--- config.mk ---
export PLATFORM = sky130hd
export DESIGN_NAME = fdd_port_ctrl
export DESIGN_NICKNAME = d
export VERILOG_FILES = /design/src/rtl/fdd_port_ctrl.sv
export SDC_FILE = /design/constraint.sdc
export NUM_CORES = 1
export LEC_CHECK = 0
export CAP_MARGIN = 40
export CORE_ASPECT_RATIO = 1.1
export CORE_UTILIZATION = 50
export CTS_BUF_LIST = sky130_fd_sc_hd__clkbuf_8
export DETAILED_ROUTE_END_ITERATION = 12
export GPL_ROUTABILITY_DRIVEN = 1
export GPL_TIMING_DRIVEN = 1
export PLACE_DENSITY = 0.84
export SETUP_SLACK_MARGIN = 0.4
export SYNTH_ARGS = -nofsm -noshare
export SYNTH_HDL_FRONTEND = slang
export SYNTH_SLANG_ARGS = --single-unit
--- constraint.sdc ---
create_clock -name clk_sys -period 8.1 [get_ports clk_sys]
set_input_delay 1.62 -clock clk_sys [delete_from_list [all_inputs] [get_ports clk_sys]]
set_output_delay 1.62 -clock clk_sys [all_outputs]
set_load 0.1 [all_outputs]
--- src/rtl/fdd_port_ctrl.sv ---
// Purpose : CPU-side floppy port between the FFF0h-FFF3h bus decode and the wd1793: side/drive latch,
//           CPU hold-until-DRQ with watchdog, retriggerable motor timer, status read.
// Latency : register writes and hold entry/exit take effect 1 clk_sys after the edge; dout/fdd_ready are combinational.
// Backpressure: none on the bus side; the CPU is stalled via cpu_hold until DRQ, BUSY drop, or watchdog expiry.
//
// Ports:
//   clk_sys, reset_n (sync, active-low), ce (CPU-rate tick for the timers)
//   sel, wr_n, rd, addr[1:0], din[7:0] -> CPU bus; dout[7:0] -> status read data
//   fdd_drq, fdd_busy, img_ready[DRIVES-1:0] -> from controller / image mounts
//   cpu_hold, fdd_side, fdd_drive[DW-1:0], fdd_ready, motor_on, hold_to -> control/status outputs
module fdd_port_ctrl #(
    parameter int DRIVES       = 2,
    parameter int DW           = 2,
    parameter int HOLD_TIMEOUT = 65535,
    parameter int MOTOR_TICKS  = 4000000
) (
    input  logic              clk_sys,
    input  logic              reset_n,
    input  logic              ce,
    input  logic              sel,
    input  logic              wr_n,
    input  logic              rd,
    input  logic [1:0]        addr,
    input  logic [7:0]        din,
    output logic [7:0]        dout,
    input  logic              fdd_drq,
    input  logic              fdd_busy,
    input  logic [DRIVES-1:0] img_ready,
    output logic              cpu_hold,
    output logic              fdd_side,
    output logic [DW-1:0]     fdd_drive,
    output logic              fdd_ready,
    output logic              motor_on,
    output logic              hold_to
);

    // Counters are sized to just hold their limit; a zero limit still needs one bit.
    localparam int HW = (HOLD_TIMEOUT > 0) ? $clog2(HOLD_TIMEOUT + 1) : 1;
    localparam int MW = (MOTOR_TICKS > 0) ? $clog2(MOTOR_TICKS + 1) : 1;
    localparam int IW = 1 << DW;

    localparam logic [HW-1:0] HOLD_LIM   = HW'(HOLD_TIMEOUT);
    localparam logic [MW-1:0] MOTOR_LOAD = MW'(MOTOR_TICKS);
    localparam logic [DW:0]   DRV_LIM    = (DW + 1)'(DRIVES);

    typedef enum logic {
        ST_IDLE = 1'b0,
        ST_HOLD = 1'b1
    } state_t;

    state_t        state_q, state_d;
    logic [HW-1:0] wd_q, wd_d;
    logic          to_set;
    logic [MW-1:0] motor_cnt, motor_d;
    logic          we, we_q, we_edge;
    logic [IW-1:0] img_pad;
    logic          unused_din;

    // Only the first cycle of a write strobe acts, however long the CPU holds it.
    assign we      = sel & ~wr_n;
    assign we_edge = we & ~we_q;

    // Padding to a full power-of-two lets the drive number index it directly.
    assign img_pad   = IW'(img_ready);
    assign fdd_ready = img_pad[fdd_drive];
    assign cpu_hold  = (state_q == ST_HOLD);

    assign dout = {hold_to, motor_on, cpu_hold, fdd_ready, fdd_side, 1'b0, 2'(fdd_drive)};

    // Only some din bits matter depending on the register written.
    assign unused_din = &{1'b0, din};

    // Hold FSM: release by the controller always beats the watchdog.
    always_comb begin
        state_d = state_q;
        wd_d    = wd_q;
        to_set  = 1'b0;
        unique case (state_q)
            ST_IDLE: begin
                if (we_edge && (addr == 2'd0) && fdd_busy && !fdd_drq) begin
                    state_d = ST_HOLD;
                    wd_d    = '0;
                end
            end
            ST_HOLD: begin
                if (fdd_drq || !fdd_busy) begin
                    state_d = ST_IDLE;
                end else if ((HOLD_TIMEOUT != 0) && (wd_q >= HOLD_LIM)) begin
                    state_d = ST_IDLE;
                    to_set  = 1'b1;
                end else if (ce && (wd_q < HOLD_LIM)) begin
                    wd_d = wd_q + HW'(1);
                end
            end
            default: state_d = ST_IDLE;
        endcase
    end

    // Motor timer: any bus access retriggers, otherwise count ce ticks down to zero.
    always_comb begin
        motor_d = motor_cnt;
        if (we_edge || (rd && sel)) begin
            motor_d = MOTOR_LOAD;
        end else if (ce && (motor_cnt != '0)) begin
            motor_d = motor_cnt - MW'(1);
        end
    end

    always_ff @(posedge clk_sys) begin
        if (!reset_n) begin
            state_q   <= ST_IDLE;
            wd_q      <= '0;
            we_q      <= 1'b0;
            hold_to   <= 1'b0;
            fdd_side  <= 1'b0;
            fdd_drive <= '0;
            motor_cnt <= '0;
            motor_on  <= 1'b0;
        end else begin
            state_q   <= state_d;
            wd_q      <= wd_d;
            we_q      <= we;
            motor_cnt <= motor_d;
            motor_on  <= (motor_d != '0);

            // A fresh timeout wins over a clear landing on the same edge.
            if (to_set) begin
                hold_to <= 1'b1;
            end else if (we_edge && (addr == 2'd1) && din[7]) begin
                hold_to <= 1'b0;
            end

            if (we_edge && (addr == 2'd2)) begin
                fdd_side <= din[0];
            end

            // Out-of-range drive numbers are dropped so fdd_drive always names a real drive.
            if (we_edge && (addr == 2'd3) && ({1'b0, din[DW-1:0]} < DRV_LIM)) begin
                fdd_drive <= din[DW-1:0];
            end
        end
    end

endmodule

* Word level (Yosys, flattened, before mapping)
Cells that the tools add are included.
** Storage, ports and cells
- Register bits after elaboration :: 45
- Latch bits :: 0
- Memory bits (writable) :: 0
- Memory bits (read-only) :: 0
- Bits of input ports :: 20
- Output and inout port bits :: 15
- Word-level logic and storage cells :: 64
- Memories kept :: 0
** Operators by class
- $add $sub $neg :: 2
- $mul :: 0
- Div/mod/pow operators :: 0
- Magnitude comparators :: 4
- Equal/unequal tests :: 7
- Shifts and indexed selects :: 0
- Muxes and demuxes :: 18
- Bitwise gates (word level) :: 5
- Reductions and logical operators :: 20
** Operator list (count)
- 2-to-1 mux 16 bit :: 4
- 2-to-1 mux 22 bit :: 2
- nonzero test 22 bit :: 2
- case mux 16 bit (2 select lines) :: 1
- subtractor 22 x 1 -> 22 bit (second input constant) :: 1
- adder 16 x 1 -> 16 bit (second input constant) :: 1
- greater-or-equal comparator 16 bit (second input constant) :: 1
- less-than comparator 16 bit (second input constant) :: 1
- logical AND 1 bit :: 11
- 2-to-1 mux 1 bit :: 9
- inequality test 2 bit (second input constant) :: 3
- == test 2 bit (second input constant) :: 2
- AND reduction 4 bit :: 1
- less-than comparator 2 x 3 -> 1 bit (second input constant) :: 1
- inverter 1 bit :: 3
- AND 1 bit :: 2
- binary-select mux 1 bit (select 2 bit) :: 1
- == test 2 x 1 -> 1 bit (second input constant) :: 1
- logical NOT 1 bit :: 2
- logical NOT 2 bit :: 1
- logical OR 1 bit :: 2
- less-than comparator 2 bit (second input constant) :: 1
- inequality test 2 x 1 -> 1 bit (second input constant) :: 1
- case mux 1 bit (2 select lines) :: 1
- nonzero test 2 bit :: 1

* Logic depth before layout (Yosys ltp)
Gate-level depths: netlist of run 1.
- Word-level depth :: 8
- Depth in mapped cells :: 9
- Depth with buffers taken out :: 9

* Least setup slack after synthesis of run 1
No wires, ideal clock.
- Path kind :: input to output
- Start :: in img_ready[1]
- End :: out dout[4]
- Arrival :: 3480 ps
- Slack :: 3000 ps
- Cell stages on the path :: 3
- Buffers on the path :: 1
- Cells stage by stage :: mux2i_1 -> nor2_1 -> buf_4
** Between the ends
- Longest elaborated chain between the ends :: 2
** Ends and longest elaborated chain
- start: declaration :: RTL line 28 : input logic [DRIVES-1:0] img_ready,
- binary-select mux 1 bit (select 2 bit) :: RTL line 65 : assign fdd_ready = img_pad[fdd_drive];
- 2-to-1 mux 1 bit (not written as such) :: RTL line 65
- end: declaration :: RTL line 25 : output logic [7:0] dout,
No other way between the ends. The select of a mux whose other input is x is not followed.

* Final worst setup path of run 1
Same ends and word-level chain as after synthesis.

==> metrics, run 1 <==
Avg Inst Size Synth=roughly 8.2 sq um; top_reg_cell synth=dfxtp_1; Total GRT Usage=roughly a quarter; Vias/cell=5.67; # port buffers=28; max-slew violations=0; Final Cycle Share=between 50 and 60%; hold_buf cts=0; Die X=66.8 um; worst setup margin=roughly 3400 ps; fill cell count=~340; CP endpoint kind=primary output; synth warn=0; CP max-delay cell=clkdlybuf4s50_1; Setup Skew=approximately 4.7 ps; critical path type=in -> out; crit-path max FO=2; pre-CTS setup slack=roughly 3400 ps; Buffers & Inverters on Critical Path=3; final total power=approximately 550 uW; flop2flop setup slack=about 5200 ps; synth top area cells=dfxtp_1 39%, xnor2_1 7.6%, nor2_1 7.3%; Setup TNS=0 ps; Worst path depth=5; 1st-pass router iterations=4; Max clock buf depth=2; DR iter-0 viols=145; cell area after layout=2890 sq um; post-DR wirelength/cell=14.5 um; n_diodes=0; Cell Pwr Density=190 nW/um^2; most frequent CP cell=clkdlybuf4s50_1; Post-DP HPWL=roughly 4.2 mm; vias in the first global route=2031; Int Power=between 300 and 400 uW; core region area=roughly 4400 sq um; root buffer cell=clkbuf_8; Clock Latency Late Sink=about 290 ps; Net Switching=around 170 uW; Critical Path Max Stage Delay=between 500 and 600 ps; row cnt=25; first-pass GRT wire length=8.84 mm; syn_nets=~300; DP Area=roughly 2800 sq um; Max-cap violations=0; synthesis-stage register bit count=45; Layout Utilization=66.0%; CTS tree=built; CTS-repair resized insts=0; Final nets=roughly 340; Reg2Reg Depth=7; DRT antenna net count=0; die span in y=about 73 um; distinct cell type count after synthesis=47; area fraction of the dominant cell type after synthesis=39.0%; postcts setup bufs=0; Async SR Flop Fraction=0%; vias after detailed routing=2098; Seq/Total Area, Yosys=approximately 40%; crit path from=img_ready[1]; RSZ-0062 raised after global routing=false; final setup violating endpoints=0; FF-to-FF Start=motor_cnt[2]$_SDFF_PN0_; Die Area=about 4900 sq um; CP Capture Point=dout[4]; Reg power frac=between 40% and 50%; Post-synth EDFFs=0; Post-Synthesis Cells=280; largest net degree at the start of global routing=17; Logic pwr share=between 20% and 30%; total CTS buffers=5; proportion of layout cells with a drive suffix above 1=8.54%; crit path time final=~4700 ps; Multi-input gate area=~1300 sq um; CTS clk-pin slew, worst paths=around 80 ps; H-tree depth=2; Yosys top cell by area=dfxtp_1; DR DRC count=0; antenna violations before repair=0; crit path cell chain=clkdlybuf4s50_1 > mux2i_1 > nor2_1 > clkdlybuf4s50_1 > buf_8; Clock Sink Count=45; P&R area growth vs syn=25.1%; f_max=around 210 MHz; grt ovf=0; Worst path top cell family by delay=buffers and inverters; startpoint types=input port; final hold violations=0; Max IR drop VDD=0.149 mV; reg-to-reg critical path endpoint=motor_on$_SDFF_PN0_; register area=between 900 and 1000 sq um; clock share of power=roughly 29%; RD Place Congestion=approximately 0.87; Relative slew margins=between 60% and 70%; Worst EP required=6480 ps; Worst Path Arrival=approximately 3000 ps; HP Class=reg -> reg; outcome=finished clean; Routed WL=about 5.4 mm; worst-margin pin slew=between 500 and 600 ps; switching share of power=roughly 30%; Leak Pwr=1.04 nW; IO Count=35; post-synthesis cell area=2310 sq um; initial core utilization=a little over half
==> Yosys cell counts, types with 2 or more instances <==
cell and instances:
dfxtp_1 45, nor2_1 45, nand2_1 21, xnor2_1 20, a21oi_1 15, o21ai_0 13, nor3_1 12, or3_1 10
nand4_1 9, buf_4 8, inv_1 8, nand3_1 7, clkbuf_1 5, mux2i_1 5, nor4_1 5, xor2_1 4
and2_1 3, and3_1 3, nand2b_1 3, nor2b_1 3, nor3b_1 3, or4b_1 3, a31oi_1 2, ha_1 2
nor4_4 2, nor4b_1 2, or4_1 2
==> routing by layer <==
metal / track usage [%] / part of all wire, % / vias to the layer above
li1: - / - / 1050
met1: 25.7 / 40 / 961
met2: 43.2 / 52 / 63
met3: 4.97 / 3.7 / 24
met4: 14.9 / 4.2 / 0
met5: 0 / 0 / -
==> power by group through the flow <==
stage | combinational (mW) | clock, mW | sequential (mW)
2_1_floorplan | 0.104 | 0 | 0.253
3_3_place_gp | 0.130 | 0 | 0.255
3_5_place_dp | 0.138 | 0 | 0.255
4_1_cts | 0.139 | 0.164 | 0.250
5_1_grt | 0.154 | 0.176 | 0.253
6_report | 0.139 | 0.160 | 0.250
==> how the worst min path moves through the flow <==
stage               depth (start not counted)                    end  slack, ps                  start
detailed placement                          2   wd_q[5]$_SDFFE_PN0P_        500   wd_q[5]$_SDFFE_PN0P_
finish                                      2   wd_q[5]$_SDFFE_PN0P_        510   wd_q[5]$_SDFFE_PN0P_
CTS                                         2   wd_q[5]$_SDFFE_PN0P_        510   wd_q[5]$_SDFFE_PN0P_
global placement                            2  wd_q[15]$_SDFFE_PN0P_        470  wd_q[15]$_SDFFE_PN0P_
floorplan                                   2  wd_q[15]$_SDFFE_PN0P_        460  wd_q[15]$_SDFFE_PN0P_
global route                                2  wd_q[15]$_SDFFE_PN0P_        540  wd_q[15]$_SDFFE_PN0P_
==> cell type report <==
type	count	area share, %
Clock buffer	5	2.38
Clock inverter	2	1.21
Inverter	8	1.04
Multi-Input combinational cell	212	44.4
Sequential cell	45	31.2
Tap cell	54	2.34
Timing Repair Buffer	44	17.4
==> stage by stage <==
stage / hold slack (ps) / std cells
floorplan: 459 / 280
global placement: 474 / 348
detailed placement: 497 / 363
CTS: 509 / 370
global route: 540 / 370
finish: 508 / 370
==> placed cells by master, fill, tap and decap left out, types with 2 or more instances in the layout <==
master | synthesis | final
xor2_1 | 4 | 4
xnor2_1 | 20 | 20
buf_8 | 0 | 14
clkdlybuf4s50_1 | 0 | 28
or4b_1 | 3 | 3
inv_1 | 8 | 8
nor2_1 | 45 | 45
nor3_1 | 12 | 12
nand2b_1 | 3 | 3
dfxtp_1 | 45 | 45
and2_1 | 3 | 3
nor3b_1 | 3 | 3
nor2b_1 | 3 | 3
clkbuf_8 | 0 | 5
nand3_1 | 7 | 7
or4_1 | 2 | 2
o21ai_0 | 13 | 13
nor4b_1 | 2 | 2
ha_1 | 2 | 2
or3_1 | 10 | 10
mux2i_1 | 5 | 5
nor4_4 | 2 | 2
nor4_1 | 5 | 5
a21oi_1 | 15 | 15
nand2_1 | 21 | 21
nand4_1 | 9 | 9
and3_1 | 3 | 3
a31oi_1 | 2 | 2
==> flip-flops by register name (all words and copies together) (netlist names) <==
name	count
cpu_hold	1
motor_cnt	22
hold_to	1
we_q	1
motor_on	1
wd_q	16
fdd_drive	2
fdd_side	1
==> cell families after synthesis <==
| kind of cell | count (synthesis) | share of synthesized area (%) |
|---|---|---|
| fa+ha+maj | 2 | 1.08 |
| other cells | 1 | 0.162 |
| mux | 5 | 2.17 |
| compound gates | 40 | 10.0 |
| xor+xnor | 24 | 9.10 |
| simple gates | 140 | 33.0 |
| flops | 45 | 39.0 |
| buf+inv | 23 | 5.42 |
==> worst register-to-register path, stage by stage (launching register included) <==
cell and delay [ps]:
dfxtp_1 380, or4_1 630, nor4b_1 380, o211ai_1 320, nor2_1 190, xnor2_1 160, or4b_1 450, o41a_1 310
Power figures use the tool's default switching activity.
==> inputs of run 2 (changes only) <==
Clock period 8.1 ns to 4.6 ns, I/O delays scaled along.
==> metrics, run 2 (synthesized netlist as in run 1, its figures left out) <==
Worst Path Arrival=3740 ps; # port buffers=28; Top Registers=motor_cnt (22), wd_q (16), fdd_drive (2); Leak Pwr=a little over 1 nW; Clock Sink Count=45; final total power=around 970 uW; register area=approximately 900 sq um; Cell Pwr Density=341 nW/um^2; DRT antenna net count=0; HP Class=reg -> reg; f_max=285 MHz; n_diodes=0; Setup Skew=5.83 ps; Layout Utilization=about two thirds; critical path type=in -> reg; Max clock buf depth=2; placed insts=around 360; crit-path max FO=11; startpoint types=input port; P&R area growth vs syn=23.6%; reg-to-reg critical path endpoint=motor_on$_SDFF_PN0_; Largest Register=motor_cnt; worst-margin pin slew=between 600 and 700 ps; RD Place Congestion=between 0.8 and 0.9; Multi-input gate area=approximately 1300 sq um; first-pass GRT wire length=8.67 mm; CTS tree=built; Max-cap violations=0; initial core utilization=between 50% and 60%; Clock Latency Late Sink=about 300 ps; DR DRC count=0; Routed WL=approximately 5.2 mm; postcts setup bufs=0; H-tree depth=2; hold_buf cts=0; Max IR drop VDD=roughly 0.19 mV; total CTS buffers=5; Die X=around 67 um; crit path from=wr_n; RSZ-0062 raised after global routing=false; max FFs per register=22; CP endpoint kind=flop; die span in y=73.3 um; core region area=4380 sq um; Worst EP required=between 4000 and 5000 ps; Vias/cell=5.61; vias in the first global route=~1900; CTS clk-pin slew, worst paths=roughly 80 ps; 1st-pass router iterations=7; crit path time final=~3500 ps; final setup violating endpoints=0; outcome=finished clean; Relative slew margins=between 50% and 60%; post-DR wirelength/cell=between 10 and 15 um; root buffer cell=clkbuf_8; Reg2Reg Depth=7; fill cell count=345; vias after detailed routing=about 2100; Setup TNS=0 ps; final hold violations=0; Final Cycle Share=around 76%; Post-DP HPWL=3.85 mm; CTS-repair resized insts=0; Die Area=a little under 5000 sq um; IO Count=35; antenna violations before repair=0; most frequent cells in the layout=45 x nor2_1, 45 x dfxtp_1, 26 x clkdlybuf4s50_1; CP Capture Point=wd_q[15]$_SDFFE_PN0P_; row cnt=25; max-slew violations=0; Final nets=between 300 and 400; post-route insts no fill=approximately 370; Total GRT Usage=between 20% and 30%; flop2flop setup slack=~1600 ps; FF-to-FF Start=motor_cnt[2]$_SDFF_PN0_; proportion of layout cells with a drive suffix above 1=about 8.6%; DR iter-0 viols=91; largest net degree at the start of global routing=17; grt ovf=0
[run 2: changes by cell type in the layout (fill, tap and decap cells not counted)]
cell	delta
buf_8	-2
clkdlybuf4s50_1	-2
buf_4	+2
[run 2: stage by stage]
stage | area, sq um | hold WS, ps | setup slack (ps)
after floorplan | 2310 | 459 | 733
after global placement | 2560 | 472 | 920
after detailed placement | 2750 | 493 | 799
after CTS | 2850 | 505 | 1110
after global routing | 2850 | 529 | 969
final | 2850 | 503 | 1090
[run 2: critical path, stage by stage]
cell and delay, ps:
clkdlybuf4s50_1 470, or4b_1 570, or4_1 540, o21ai_1 190, nand4_1 400, or3_1 490, a21oi_1 150
[run 2: worst min-delay path by stage]
stage,from,endpoint,slack [ps],depth (start not counted)
2_1_floorplan,wd_q[15]$_SDFFE_PN0P_,wd_q[15]$_SDFFE_PN0P_,460,2
3_3_place_gp,wd_q[15]$_SDFFE_PN0P_,wd_q[15]$_SDFFE_PN0P_,470,2
3_5_place_dp,wd_q[6]$_SDFFE_PN0P_,wd_q[6]$_SDFFE_PN0P_,490,2
4_1_cts,wd_q[6]$_SDFFE_PN0P_,wd_q[6]$_SDFFE_PN0P_,510,2
5_1_grt,fdd_drive[1]$_SDFFE_PN0P_,fdd_drive[1]$_SDFFE_PN0P_,530,1
6_report,wd_q[6]$_SDFFE_PN0P_,wd_q[6]$_SDFFE_PN0P_,500,2
[run 2: where the power goes]
group          internal, mW  switching, mW
Sequential            0.411         0.0303
Clock                 0.158          0.133
Combinational         0.102          0.139
[run 2: routing by layer]
| metal | wire length, um | up-vias | track usage, % |
|---|---|---|---|
| met5 | 0 | - | 0 |
| met1 | 2230 | 959 | 26.1 |
| met2 | 2660 | 53 | 43.9 |
| met3 | 208 | 8 | 4.81 |
| met4 | 65 | 0 | 7.09 |
| li1 | - | 1045 | - |
[run 2: cell type report]
class | count | share of cell area (%)
clock inverter | 2 | 1.23
inverter | 8 | 1.05
clock buffer | 5 | 2.41
multi-input combinational | 212 | 45.0
sequential | 45 | 31.6
timing repair buffer | 42 | 16.4
tap | 54 | 2.37
